===== src/rtl/ls_multiple_sequencer_if.sv =====
// Decode-side bundle between the decode stage and the load/store-multiple
// sequencer: instruction/stall inputs plus the per-word control outputs.
interface ls_multiple_sequencer_if #(
   parameter int GPR_IDX_W = 5
);
   logic [31:0]          inst;
   logic                 inst_valid;
   logic                 hold;
   logic                 flush;
   logic                 if_hold;
   logic                 if_gpr_c_over;
   logic [GPR_IDX_W-1:0] if_gpr_c;
   logic                 read_gpr_a;
   logic                 read_gpr_c;
   logic                 ls_en;
   logic                 ls_we;
   logic                 ls_multiple;
   logic                 ls_first_cycle;
   logic                 ls_multiple_inc;
   logic                 write_gpr_from_mem;
   logic [GPR_IDX_W-1:0] gpr_from_mem;
   logic                 illegal;

   modport master (
      output inst, inst_valid, hold, flush,
      input  if_hold, if_gpr_c_over, if_gpr_c, read_gpr_a, read_gpr_c,
             ls_en, ls_we, ls_multiple, ls_first_cycle, ls_multiple_inc,
             write_gpr_from_mem, gpr_from_mem, illegal
   );

   modport slave (
      input  inst, inst_valid, hold, flush,
      output if_hold, if_gpr_c_over, if_gpr_c, read_gpr_a, read_gpr_c,
             ls_en, ls_we, ls_multiple, ls_first_cycle, ls_multiple_inc,
             write_gpr_from_mem, gpr_from_mem, illegal
   );
endinterface


===== src/rtl/ls_multiple_sequencer.sv =====
// Expands lmw/stmw into one control word per GPR (RT..31), one per cycle,
// stalling fetch until the last word. Outputs feed an OR reduction, so every
// output is zero whenever no word is being emitted.
module ls_multiple_sequencer #(
   parameter logic [5:0] OPC_LMW   = 6'd46,
   parameter logic [5:0] OPC_STMW  = 6'd47,
   parameter int         GPR_IDX_W = 5
) (
   input logic                clk,
   input logic                reset,
   ls_multiple_sequencer_if.slave bus
);

   localparam logic [GPR_IDX_W-1:0] LAST_GPR = {GPR_IDX_W{1'b1}};

   typedef enum logic {S_IDLE, S_ITER} state_t;

   state_t               state, state_nxt;
   logic [GPR_IDX_W-1:0] cur, cur_nxt;
   logic                 is_store, is_store_nxt;

   logic [5:0]           opcode;
   logic [GPR_IDX_W-1:0] rt, ra;
   logic                 is_lmw, is_stmw, bad, go;

   assign opcode  = bus.inst[31:26];
   assign rt      = bus.inst[25:21];
   assign ra      = bus.inst[20:16];
   assign is_lmw  = (opcode == OPC_LMW);
   assign is_stmw = (opcode == OPC_STMW);
   // lmw with RA inside the destination range would clobber its own base
   assign bad     = is_lmw && (ra >= rt);
   assign go      = bus.inst_valid && !bus.hold && !bus.flush;

   // state, current register and direction register
   always_ff @(posedge clk) begin
      if (reset) begin
         state    <= S_IDLE;
         cur      <= '0;
         is_store <= 1'b0;
      end else begin
         state    <= state_nxt;
         cur      <= cur_nxt;
         is_store <= is_store_nxt;
      end
   end

   // next state and per-cycle control word
   always_comb begin
      state_nxt              = state;
      cur_nxt                = cur;
      is_store_nxt           = is_store;
      bus.if_hold            = 1'b0;
      bus.if_gpr_c_over      = 1'b0;
      bus.if_gpr_c           = '0;
      bus.read_gpr_a         = 1'b0;
      bus.read_gpr_c         = 1'b0;
      bus.ls_en              = 1'b0;
      bus.ls_we              = 1'b0;
      bus.ls_multiple        = 1'b0;
      bus.ls_first_cycle     = 1'b0;
      bus.ls_multiple_inc    = 1'b0;
      bus.write_gpr_from_mem = 1'b0;
      bus.gpr_from_mem       = '0;
      bus.illegal            = 1'b0;

      case (state)
         S_IDLE: begin
            // while iterating, the decode slot still holds the sequence's own
            // instruction, so decoding (and illegal) is only done from IDLE
            if (go && is_lmw && bad) begin
               bus.illegal = 1'b1;
            end else if (go && (is_lmw || is_stmw)) begin
               bus.ls_en          = 1'b1;
               bus.ls_multiple    = 1'b1;
               bus.ls_first_cycle = 1'b1;
               bus.read_gpr_a     = 1'b1;
               bus.ls_we          = is_stmw;
               bus.if_hold        = (rt != LAST_GPR);
               if (is_stmw) begin
                  bus.read_gpr_c    = 1'b1;
                  bus.if_gpr_c_over = 1'b1;
                  bus.if_gpr_c      = rt;
               end else begin
                  bus.write_gpr_from_mem = 1'b1;
                  bus.gpr_from_mem       = rt;
               end
               // RT==31 is a single-word sequence: nothing left to iterate
               if (rt != LAST_GPR) begin
                  state_nxt    = S_ITER;
                  cur_nxt      = rt + 1'b1;
                  is_store_nxt = is_stmw;
               end
            end
         end
         S_ITER: begin
            if (bus.flush) begin
               state_nxt = S_IDLE;
            end else if (bus.hold) begin
               // reducer ignores held words; keep fetch stalled only
               bus.if_hold = 1'b1;
            end else begin
               bus.ls_en           = 1'b1;
               bus.ls_multiple     = 1'b1;
               bus.ls_multiple_inc = 1'b1;
               bus.ls_we           = is_store;
               // last word releases fetch so the next instruction decodes next
               bus.if_hold         = (cur != LAST_GPR);
               if (is_store) begin
                  bus.read_gpr_c    = 1'b1;
                  bus.if_gpr_c_over = 1'b1;
                  bus.if_gpr_c      = cur;
               end else begin
                  bus.write_gpr_from_mem = 1'b1;
                  bus.gpr_from_mem       = cur;
               end
               if (cur == LAST_GPR) state_nxt = S_IDLE;
               else                 cur_nxt   = cur + 1'b1;
            end
         end
         default: state_nxt = S_IDLE;
      endcase
   end

endmodule

===== src/flat_wrapper.sv =====
// flat-port wrapper written by rule: the top's interface ports become plain ports
module ls_multiple_sequencer_flat 
#(
   parameter logic [5:0] OPC_LMW   = 6'd46,
   parameter logic [5:0] OPC_STMW  = 6'd47,
   parameter int         GPR_IDX_W = 5
)
  (clk, reset, bus_inst, bus_inst_valid, bus_hold, bus_flush, bus_if_hold, bus_if_gpr_c_over, bus_if_gpr_c, bus_read_gpr_a, bus_read_gpr_c, bus_ls_en, bus_ls_we, bus_ls_multiple, bus_ls_first_cycle, bus_ls_multiple_inc, bus_write_gpr_from_mem, bus_gpr_from_mem, bus_illegal);
  ls_multiple_sequencer_if #(.GPR_IDX_W(GPR_IDX_W)) bus_i ();
  input logic clk;
  input logic reset;
  input wire logic [$bits(bus_i.inst)-1:0] bus_inst;
  input wire logic [$bits(bus_i.inst_valid)-1:0] bus_inst_valid;
  input wire logic [$bits(bus_i.hold)-1:0] bus_hold;
  input wire logic [$bits(bus_i.flush)-1:0] bus_flush;
  output wire logic [$bits(bus_i.if_hold)-1:0] bus_if_hold;
  output wire logic [$bits(bus_i.if_gpr_c_over)-1:0] bus_if_gpr_c_over;
  output wire logic [$bits(bus_i.if_gpr_c)-1:0] bus_if_gpr_c;
  output wire logic [$bits(bus_i.read_gpr_a)-1:0] bus_read_gpr_a;
  output wire logic [$bits(bus_i.read_gpr_c)-1:0] bus_read_gpr_c;
  output wire logic [$bits(bus_i.ls_en)-1:0] bus_ls_en;
  output wire logic [$bits(bus_i.ls_we)-1:0] bus_ls_we;
  output wire logic [$bits(bus_i.ls_multiple)-1:0] bus_ls_multiple;
  output wire logic [$bits(bus_i.ls_first_cycle)-1:0] bus_ls_first_cycle;
  output wire logic [$bits(bus_i.ls_multiple_inc)-1:0] bus_ls_multiple_inc;
  output wire logic [$bits(bus_i.write_gpr_from_mem)-1:0] bus_write_gpr_from_mem;
  output wire logic [$bits(bus_i.gpr_from_mem)-1:0] bus_gpr_from_mem;
  output wire logic [$bits(bus_i.illegal)-1:0] bus_illegal;
  assign bus_i.inst = bus_inst;
  assign bus_i.inst_valid = bus_inst_valid;
  assign bus_i.hold = bus_hold;
  assign bus_i.flush = bus_flush;
  assign bus_if_hold = bus_i.if_hold;
  assign bus_if_gpr_c_over = bus_i.if_gpr_c_over;
  assign bus_if_gpr_c = bus_i.if_gpr_c;
  assign bus_read_gpr_a = bus_i.read_gpr_a;
  assign bus_read_gpr_c = bus_i.read_gpr_c;
  assign bus_ls_en = bus_i.ls_en;
  assign bus_ls_we = bus_i.ls_we;
  assign bus_ls_multiple = bus_i.ls_multiple;
  assign bus_ls_first_cycle = bus_i.ls_first_cycle;
  assign bus_ls_multiple_inc = bus_i.ls_multiple_inc;
  assign bus_write_gpr_from_mem = bus_i.write_gpr_from_mem;
  assign bus_gpr_from_mem = bus_i.gpr_from_mem;
  assign bus_illegal = bus_i.illegal;
  ls_multiple_sequencer #(.OPC_LMW(OPC_LMW), .OPC_STMW(OPC_STMW), .GPR_IDX_W(GPR_IDX_W)) u_core (.clk(clk), .reset(reset), .bus(bus_i));
endmodule

===== config.mk =====
export PLATFORM = sky130hd
export DESIGN_NAME = ls_multiple_sequencer_flat
export DESIGN_NICKNAME = d
export VERILOG_FILES = /design/src/rtl/ls_multiple_sequencer_if.sv /design/src/rtl/ls_multiple_sequencer.sv /design/src/flat_wrapper.sv
export SDC_FILE = /design/constraint.sdc
export NUM_CORES = 1
export LEC_CHECK = 0
export ABC_AREA = 0
export ABC_CLOCK_PERIOD_IN_PS = 4100
export BUFFER_PORTS_ARGS = -buffer_cell sky130_fd_sc_hd__buf_2
export CAP_MARGIN = 20
export CORE_ASPECT_RATIO = 0.9
export CORE_UTILIZATION = 46
export CTS_CLUSTER_SIZE = 12
export DETAILED_ROUTE_END_ITERATION = 6
export GPL_ROUTABILITY_DRIVEN = 0
export PLACE_DENSITY = 0.85
export SLEW_MARGIN = 0
export SYNTH_ARGS = -nofsm -noshare
export SYNTH_HDL_FRONTEND = slang
export SYNTH_SLANG_ARGS = --single-unit

===== constraint.sdc =====
create_clock -name clk -period 4.1 [get_ports clk]
set_input_delay 0.41 -clock clk [delete_from_list [all_inputs] [get_ports clk]]
set_output_delay 0.41 -clock clk [all_outputs]
set_load 0.02 [all_outputs]

Yosys cells after proc, flatten, opt, wreduce, memory -nomap -nowiden
Cells that the tools add are included.

Add/subtract/negate cells: 2. Order comparisons: 1. Eq/ne operators: 11. Mux-type cells: 61. Bitwise operators: 2. Reduce and logical (&&, ||, !) cells: 11.

Operators by type and width (count): $mux 5 (18); $mux 1 (34); $pmux 5 s2 (3); $eq 6x6->1 const B (2); $pmux 1 s2 (6); $add 5x1->5 const B (2); $ne 5x5->1 const B (2); $ne 2x2->1 const B (4); $logic_and 1x1->1 (6); $reduce_and 6->1 (1); $eq 5x5->1 const B (1); $ge 5x5->1 (1); $ne 2x1->1 const B (2); $reduce_and 4->1 (1); $logic_not 1->1 (2); $not 1->1 (2); $logic_or 1x1->1 (1).

Bits in registers: 7. Bits of input ports: 37. Output and inout bits: 21. Logic and storage cells: 91.

Longest topological paths before layout
Gate-level depths: netlist of the first run.

Depth in word-level cells: 7. Gate-level depth with buffers: 9. Gate-level depth less buffers: 8.

Least setup slack after synthesis of the first run
OpenSTA, ideal clock, no wires.

Kind: input-to-output. From: input port bus_inst[23]. To: output port bus_gpr_from_mem[0]. Arrival: 2.237 ns. Data required time: 3.690 ns. Path slack: 1.453 ns. Stages on the path: 9. Path buffers: 1. Cells stage by stage: buf_2 inv_1 ha_1 a21oi_1 o21ai_1 a21o_1 a21o_1 or3_1 o21ai_1.

Word-level cells in the longest chain between the ends: 5.

Ends and longest elaborated chain: from (decl) (RTL line flat_wrapper.sv:12) `input wire logic [$bits(bus_i.inst)-1:0] bus_inst;`; $ge 5x5->1 (RTL line ls_multiple_sequencer.sv:32) `assign bad = is_lmw && (ra >= rt);`; $logic_and 1x1->1 (RTL line ls_multiple_sequencer.sv:32); $logic_and 1x1->1 (RTL line ls_multiple_sequencer.sv:71) `if (go && is_lmw && bad) begin`; $mux 5 (RTL line ls_multiple_sequencer.sv:71); $pmux 5 s2 (RTL line ls_multiple_sequencer.sv:67) `case (state)`; to (decl) (RTL line flat_wrapper.sv:27) `output wire logic [$bits(bus_i.gpr_from_mem)-1:0] bus_gpr_from_mem;`.

Every way passes these cells.

Final worst setup path of the first run
From: input port bus_inst[23]. To: output port bus_gpr_from_mem[2].

Word-level cells in the longest chain between the ends: 5. Elaborated cells between the ends (all ways): 7. Those cells by class: order compare (1); mux (4); reduce/logical (2).

Ends and longest elaborated chain (RTL line): $ge 5x5->1 (ls_multiple_sequencer.sv:32); $logic_and 1x1->1 (ls_multiple_sequencer.sv:32); $logic_and 1x1->1 (ls_multiple_sequencer.sv:71); $mux 5 * (ls_multiple_sequencer.sv:71); $pmux 5 s2 * (ls_multiple_sequencer.sv:67).

Every way passes the cells marked *; elsewhere a longest branch is shown, timed or not.

==> results of run 1 <==
layout make-up:
type                       count  area (sq um)  area share (%)
multi-input combinational    106         688.2           61.25
timing repair buffer          41         205.2           18.26
sequential                     7         140.1           12.47
inverter                       9         33.78           3.007
tap                           24         30.03           2.673
clock buffer                   4         26.28           2.339
per-stage QoR:
step | utilization, % | hold WS, ns | cell area [sq um] | total power, mW | cells
2_1_floorplan | - | 0.4700 | 915.9 | 0.09749 | 132
5_1_grt | 63.51 | 0.4624 | 1124 | 0.1920 | 191
6_report | 63.51 | 0.4487 | 1124 | 0.1850 | 191
3_3_place_gp | 62.02 | 0.4894 | 1097 | 0.1142 | 187
3_5_place_dp | 62.02 | 0.5008 | 1097 | 0.1172 | 187
4_1_cts | 63.51 | 0.4383 | 1124 | 0.1846 | 191
per-layer routing:
metal | share of wire [%] | GRT usage (%)
met4 | 1.9 | 10.59
met5 | 0 | 0
met2 | 46 | 42.78
met1 | 43 | 30.64
met3 | 8.3 | 3.436
cells by family after synthesis:
logic type	after synthesis	synth area share, %
AND/OR/NAND/NOR	59	36.07
AO/OA/AOI/OAI	37	26.64
buffers and inverters	19	9.561
flip-flops	7	15.30
adder cells (fa/ha/maj)	6	8.197
multiplexers	3	3.279
XOR/XNOR	1	0.9565
where the power goes:
group / total (mW) / switching, mW / internal [mW]
Combinational: 0.0479 / 0.0277 / 0.0202
Clock: 0.0684 / 0.0309 / 0.0375
Sequential: 0.0687 / 0.000450 / 0.0682
cell usage after synthesis, drive strengths merged, types with 4 or more instances:
cell    number  area share, %
nand3        7            3.8
nand2b       5            3.4
ha           6            8.2
o21ai       15            8.2
dfxtp        7             15
inv          9            3.7
nor2b        4            2.7
nand2       18            7.7
buf          6            4.2
nor2         6            3.3
clkbuf       4            1.6
nor3         4            3.4
a21oi        4            2.2
worst paths after layout:
kind | slack, ns | cells after the start | to
worst max-delay path | 1.25 | 10 | bus_gpr_from_mem[2]
worst min-delay path | 0.45 | 2 | u_core.is_store
worst max register to register | 1.93 | 7 | u_core.cur[4]
worst min register to register | 0.51 | 2 | u_core.is_store
registers in the layout (all words and copies together) (netlist names):
signal           cells
u_core.cur           5
u_core.is_store      1
u_core.state         1
critical path, delay by kind of cell:
kind / cells / cell delay, ns
buffers and inverters: 3 / 0.43
adders and majority gates: 1 / 0.30
AOI/OAI and AO/OA: 5 / 0.86
and+or+nand+nor: 1 / 0.43
==> metrics.txt, run 1 <==
status completed; Max-slew headroom 51.50%; drt drc 0; worst-margin pin slew 0.7266 ns; Post-synth EDFFs 0; FFs w/ async S/R, synth 0%; pwr dens 164.6 nW/um^2; Post-CTS Setup Repair Bufs 0; min-delay src reset; crit path cell chain buf_2 > inv_1 > ha_1 > a21oi_1 > o21ai_1 > a21o_1 > a21o_1 > or3_1 > o21ai_1 > buf_2; CTS sink cnt 7; hold buffers post-CTS 0; Initial Util 51.77%; setup_tns 0 ns; RSZ-0062 raised after global routing false; Root Buffer clkbuf_4; max-slew violation count 0; drt first pass iters 4; Synth Instances 132; gr ovfl total 0; CTS Buffer Depth 2; crit path from bus_inst[23]; via count 1126; chip height 44.33 um; GRT Total Usage 24.52%; sequential fraction of the synthesis area 15.30%; final worst slack 1.255 ns; largest net degree at the start of global routing 25; syn nets 175; worst r2r src u_core.state; initial antenna violation count 0; core area 1769 sq um; Final Cycle Share 69.39%; post-CTS sizing 0; Die Span X 49.04 um; synthesized area per cell 6.938 sq um; Yosys reg bits 7; Worst Setup Path Type in -> out; Fin. Hold Viols 0; Setup Skew 0.0006766 ns; critical path's slowest cell or3_1; CP Launch Type input port; antenna fix cells 0; commonest non-fill, non-tap cell in the layout buf_2; CTS tree built; Area Overhead vs Synth 22.68%; # fillers 161; vias in the first global route 948; Inserted Clock Buffers 3; Max Clock Freq 351.5 MHz; crit path DAT 2.44 ns; Clk Latency, worst-skew pair 0.26 ns; Worst Path Max Fanout 7; top-level port count 58; Netlist cell types 44; layout cells sized above 1 31.14%; fin nets 211; row cnt 14; WL per Instance 13.26 um; Clk pin slew, worst setup/hold paths 0.06 ns; Crit. End Element primary output; total of warnings raised by yosys 0; minimum clock period 2.845 ns; Avg Vias per Cell 5.895; number of buffers added on ports 41; Static Leak 0.5796 nW; Worst VDD drop 0.1259 mV; Critical Path RT 3.69 ns; die footprint 2174 sq um; pre-CTS WS 1.297 ns; type of the worst min-delay path in -> reg; worst stage delay on the critical path 0.43 ns; most frequent cells in the layout buf_2, nand2_1, inv_1, o21ai_0; violation count after the first detailed-route iteration 78; Top FF cell, synth dfxtp_1; half-perimeter wire length after placement 2.008 mm; CTS H-tree depth 1; Routed Antenna Nets 0; final setup fails 0; max-cap viol count 0; Total Wirelength 2.532 mm; Syn Std Cell Area 915.9 sq um; first-pass GRT wire length 4.098 mm
Power figures use the tool's default switching activity.
==> run 2, diff against run 1 <==
--- a/config.mk
+++ b/config.mk
@@ -6,15 +6,15 @@
 export NUM_CORES = 1
 export LEC_CHECK = 0
 export ABC_AREA = 0
-export ABC_CLOCK_PERIOD_IN_PS = 4100
+export ABC_CLOCK_PERIOD_IN_PS = 2800
 export BUFFER_PORTS_ARGS = -buffer_cell sky130_fd_sc_hd__buf_2
 export CAP_MARGIN = 20
 export CORE_ASPECT_RATIO = 0.9
-export CORE_UTILIZATION = 46
+export CORE_UTILIZATION = 42
 export CTS_CLUSTER_SIZE = 12
 export DETAILED_ROUTE_END_ITERATION = 6
 export GPL_ROUTABILITY_DRIVEN = 0
-export PLACE_DENSITY = 0.85
+export PLACE_DENSITY = 0.78
 export SLEW_MARGIN = 0
 export SYNTH_ARGS = -nofsm -noshare
 export SYNTH_HDL_FRONTEND = slang
==> constraint.sdc (replaced) <==
create_clock -name clk -period 2.8 [get_ports clk]
set_input_delay 0.28 -clock clk [delete_from_list [all_inputs] [get_ports clk]]
set_output_delay 0.28 -clock clk [all_outputs]
set_load 0.02 [all_outputs]
==> run 2 against run 1 <==
Flip-flop and latch count unchanged. Utilization down 7.0 points. Worst setup slack worse by 0.93 ns. Critical endpoint is now bus_gpr_from_mem[4].
==> metrics.txt, run 2 (synthesized netlist as in run 1, its figures left out) <==
commonest non-fill, non-tap cell in the layout buf_2; Post-CTS Setup Repair Bufs 0 (unchanged); number of buffers added on ports 41 (unchanged); max-cap viol count 0 (unchanged); Avg Vias per Cell 5.698 (-3.3%); CTS sink cnt 7 (unchanged); die footprint 2372 sq um (+9.1%); layout cells sized above 1 31.14% (unchanged); Inserted Clock Buffers 3 (unchanged); CTS Buffer Depth 2 (unchanged); chip height 46.30 um (+4.4%); Max Clock Freq 404.7 MHz; largest net degree at the start of global routing 25 (unchanged); critical path's slowest cell or3_1; core area 1989 sq um (+12%); pwr dens 238.6 nW/um^2 (+45%); final worst slack 0.3292 ns (-0.9256 ns); Root Buffer clkbuf_4; Worst R2R Setup Slack 0.62 ns (-1.31 ns); crit path DAT 2.19 ns (-0.25 ns); half-perimeter wire length after placement 2.001 mm (-0.34%); Worst Setup Path Type in -> out; worst stage delay on the critical path 0.42 ns (about the same); Clk pin slew, worst setup/hold paths 0.07 ns (about the same); max-slew violation count 0 (unchanged); Worst Path Max Fanout 7 (unchanged); via count 1094 (-2.8%); Worst VDD drop 0.1959 mV (+56%); most frequent cells in the layout buf_2, nand2_1, inv_1, o21ai_0; type of the worst min-delay path in -> reg; CTS H-tree depth 1 (unchanged); Largest Register u_core.cur; Regs by FF count u_core.cur x5, u_core.is_store x1, u_core.state x1; minimum clock period 2.471 ns; worst-margin pin slew 0.7055 ns (-0.02104 ns); hold buffers post-CTS 0 (unchanged); Crit. End Element primary output; row cnt 15 (+1); first-pass GRT wire length 4.071 mm (-0.66%); final setup fails 0 (unchanged); Fin. Hold Viols 0 (unchanged); Max-slew headroom 52.90% (+1.4 points); Static Leak 0.5796 nW (unchanged); Clk Latency, worst-skew pair 0.26 ns (about the same); placed instance area 1099 sq um (+0.11%); Critical Path RT 2.52 ns (-1.17 ns); drt drc 0 (unchanged); Area Overhead vs Synth 22.81%; crit path cell chain buf_2 > inv_1 > ha_1 > a21oi_1 > o21ai_1 > a21o_1 > a21o_1 > or3_1 > o21ai_1 > buf_2; violation count after the first detailed-route iteration 48 (-38%); placed cell count 188 (+0.53%); post-CTS sizing 0 (unchanged); fin nets 211 (unchanged); initial antenna violation count 0 (unchanged); setup_tns 0 ns (unchanged); CP Launch Type input port; gr ovfl total 0 (unchanged); top-level port count 58 (unchanged); Finished Cell Area 1125 sq um (+0.11%); Initial Util 46.04% (-5.7 points); max reg flops 5 (unchanged); RSZ-0062 raised after global routing false; WL per Instance 13.17 um (-0.64%); antenna fix cells 0 (unchanged); CTS tree built; GRT Total Usage 22.63% (-1.9 points); Total Wirelength 2.529 mm (-0.12%); Die Span X 51.23 um (+4.5%); Top delay family on crit path compound AO/OA/AOI/OAI gates; Final Cycle Share 88.24%; vias in the first global route 971 (+2.4%); # fillers 210 (+30%); final non-filler cell total 192 (+0.52%); drt first pass iters 4 (unchanged); status completed; Routed Antenna Nets 0 (unchanged); Setup Skew 0.01295 ns (+0.01227 ns); Buf/Inv on CP 3 (unchanged); pre-CTS WS 0.3366 ns (-0.9604 ns)
## run 2: through the flow
step           util (%)  hold WS [ns]  total power, mW
2_1_floorplan         -        0.4629           0.1428
3_3_place_gp      55.22        0.4921           0.1674
3_5_place_dp      55.22        0.4965           0.1700
4_1_cts           56.54        0.3094           0.2694
5_1_grt           56.54        0.3390           0.2806
6_report          56.54        0.3186           0.2684
## run 2: path summary, 6_finish.rpt
path	from	endpoint	cells after the start
setup / recovery	bus_inst[23]	bus_gpr_from_mem[4]	10
hold / removal	reset	u_core.cur[1]	2
setup reg to reg	u_core.state	u_core.cur[2]	7
hold reg to reg	u_core.is_store	u_core.is_store	2
## run 2: layout make-up
cell class	count	area, sq um	share of cell area [%]
Multi-Input combinational cell	106	688.2	61.18
Timing Repair Buffer	41	205.2	18.24
Sequential cell	7	140.1	12.46
Inverter	9	33.78	3.003
Tap cell	25	31.28	2.781
Clock buffer	4	26.28	2.336
## run 2: power by group
group / leakage [nW] / internal [mW] / switching, mW
logic: 0.508 / 0.0290 / 0.0389
clock network: 0.0150 / 0.0548 / 0.0451
registers: 0.0564 / 0.0999 / 0.000662
total: 0.580 / 0.184 / 0.0847
## run 2: layer usage
layer	routed length [um]	vias to the layer above	share of wire, %	GRT usage [%]
li1	-	548	-	-
met1	1134	494	45	29.82
met2	1158	46	46	36.84
met3	203	6	8.0	4.950
met4	33	0	1.3	7.568
met5	0	-	0	0
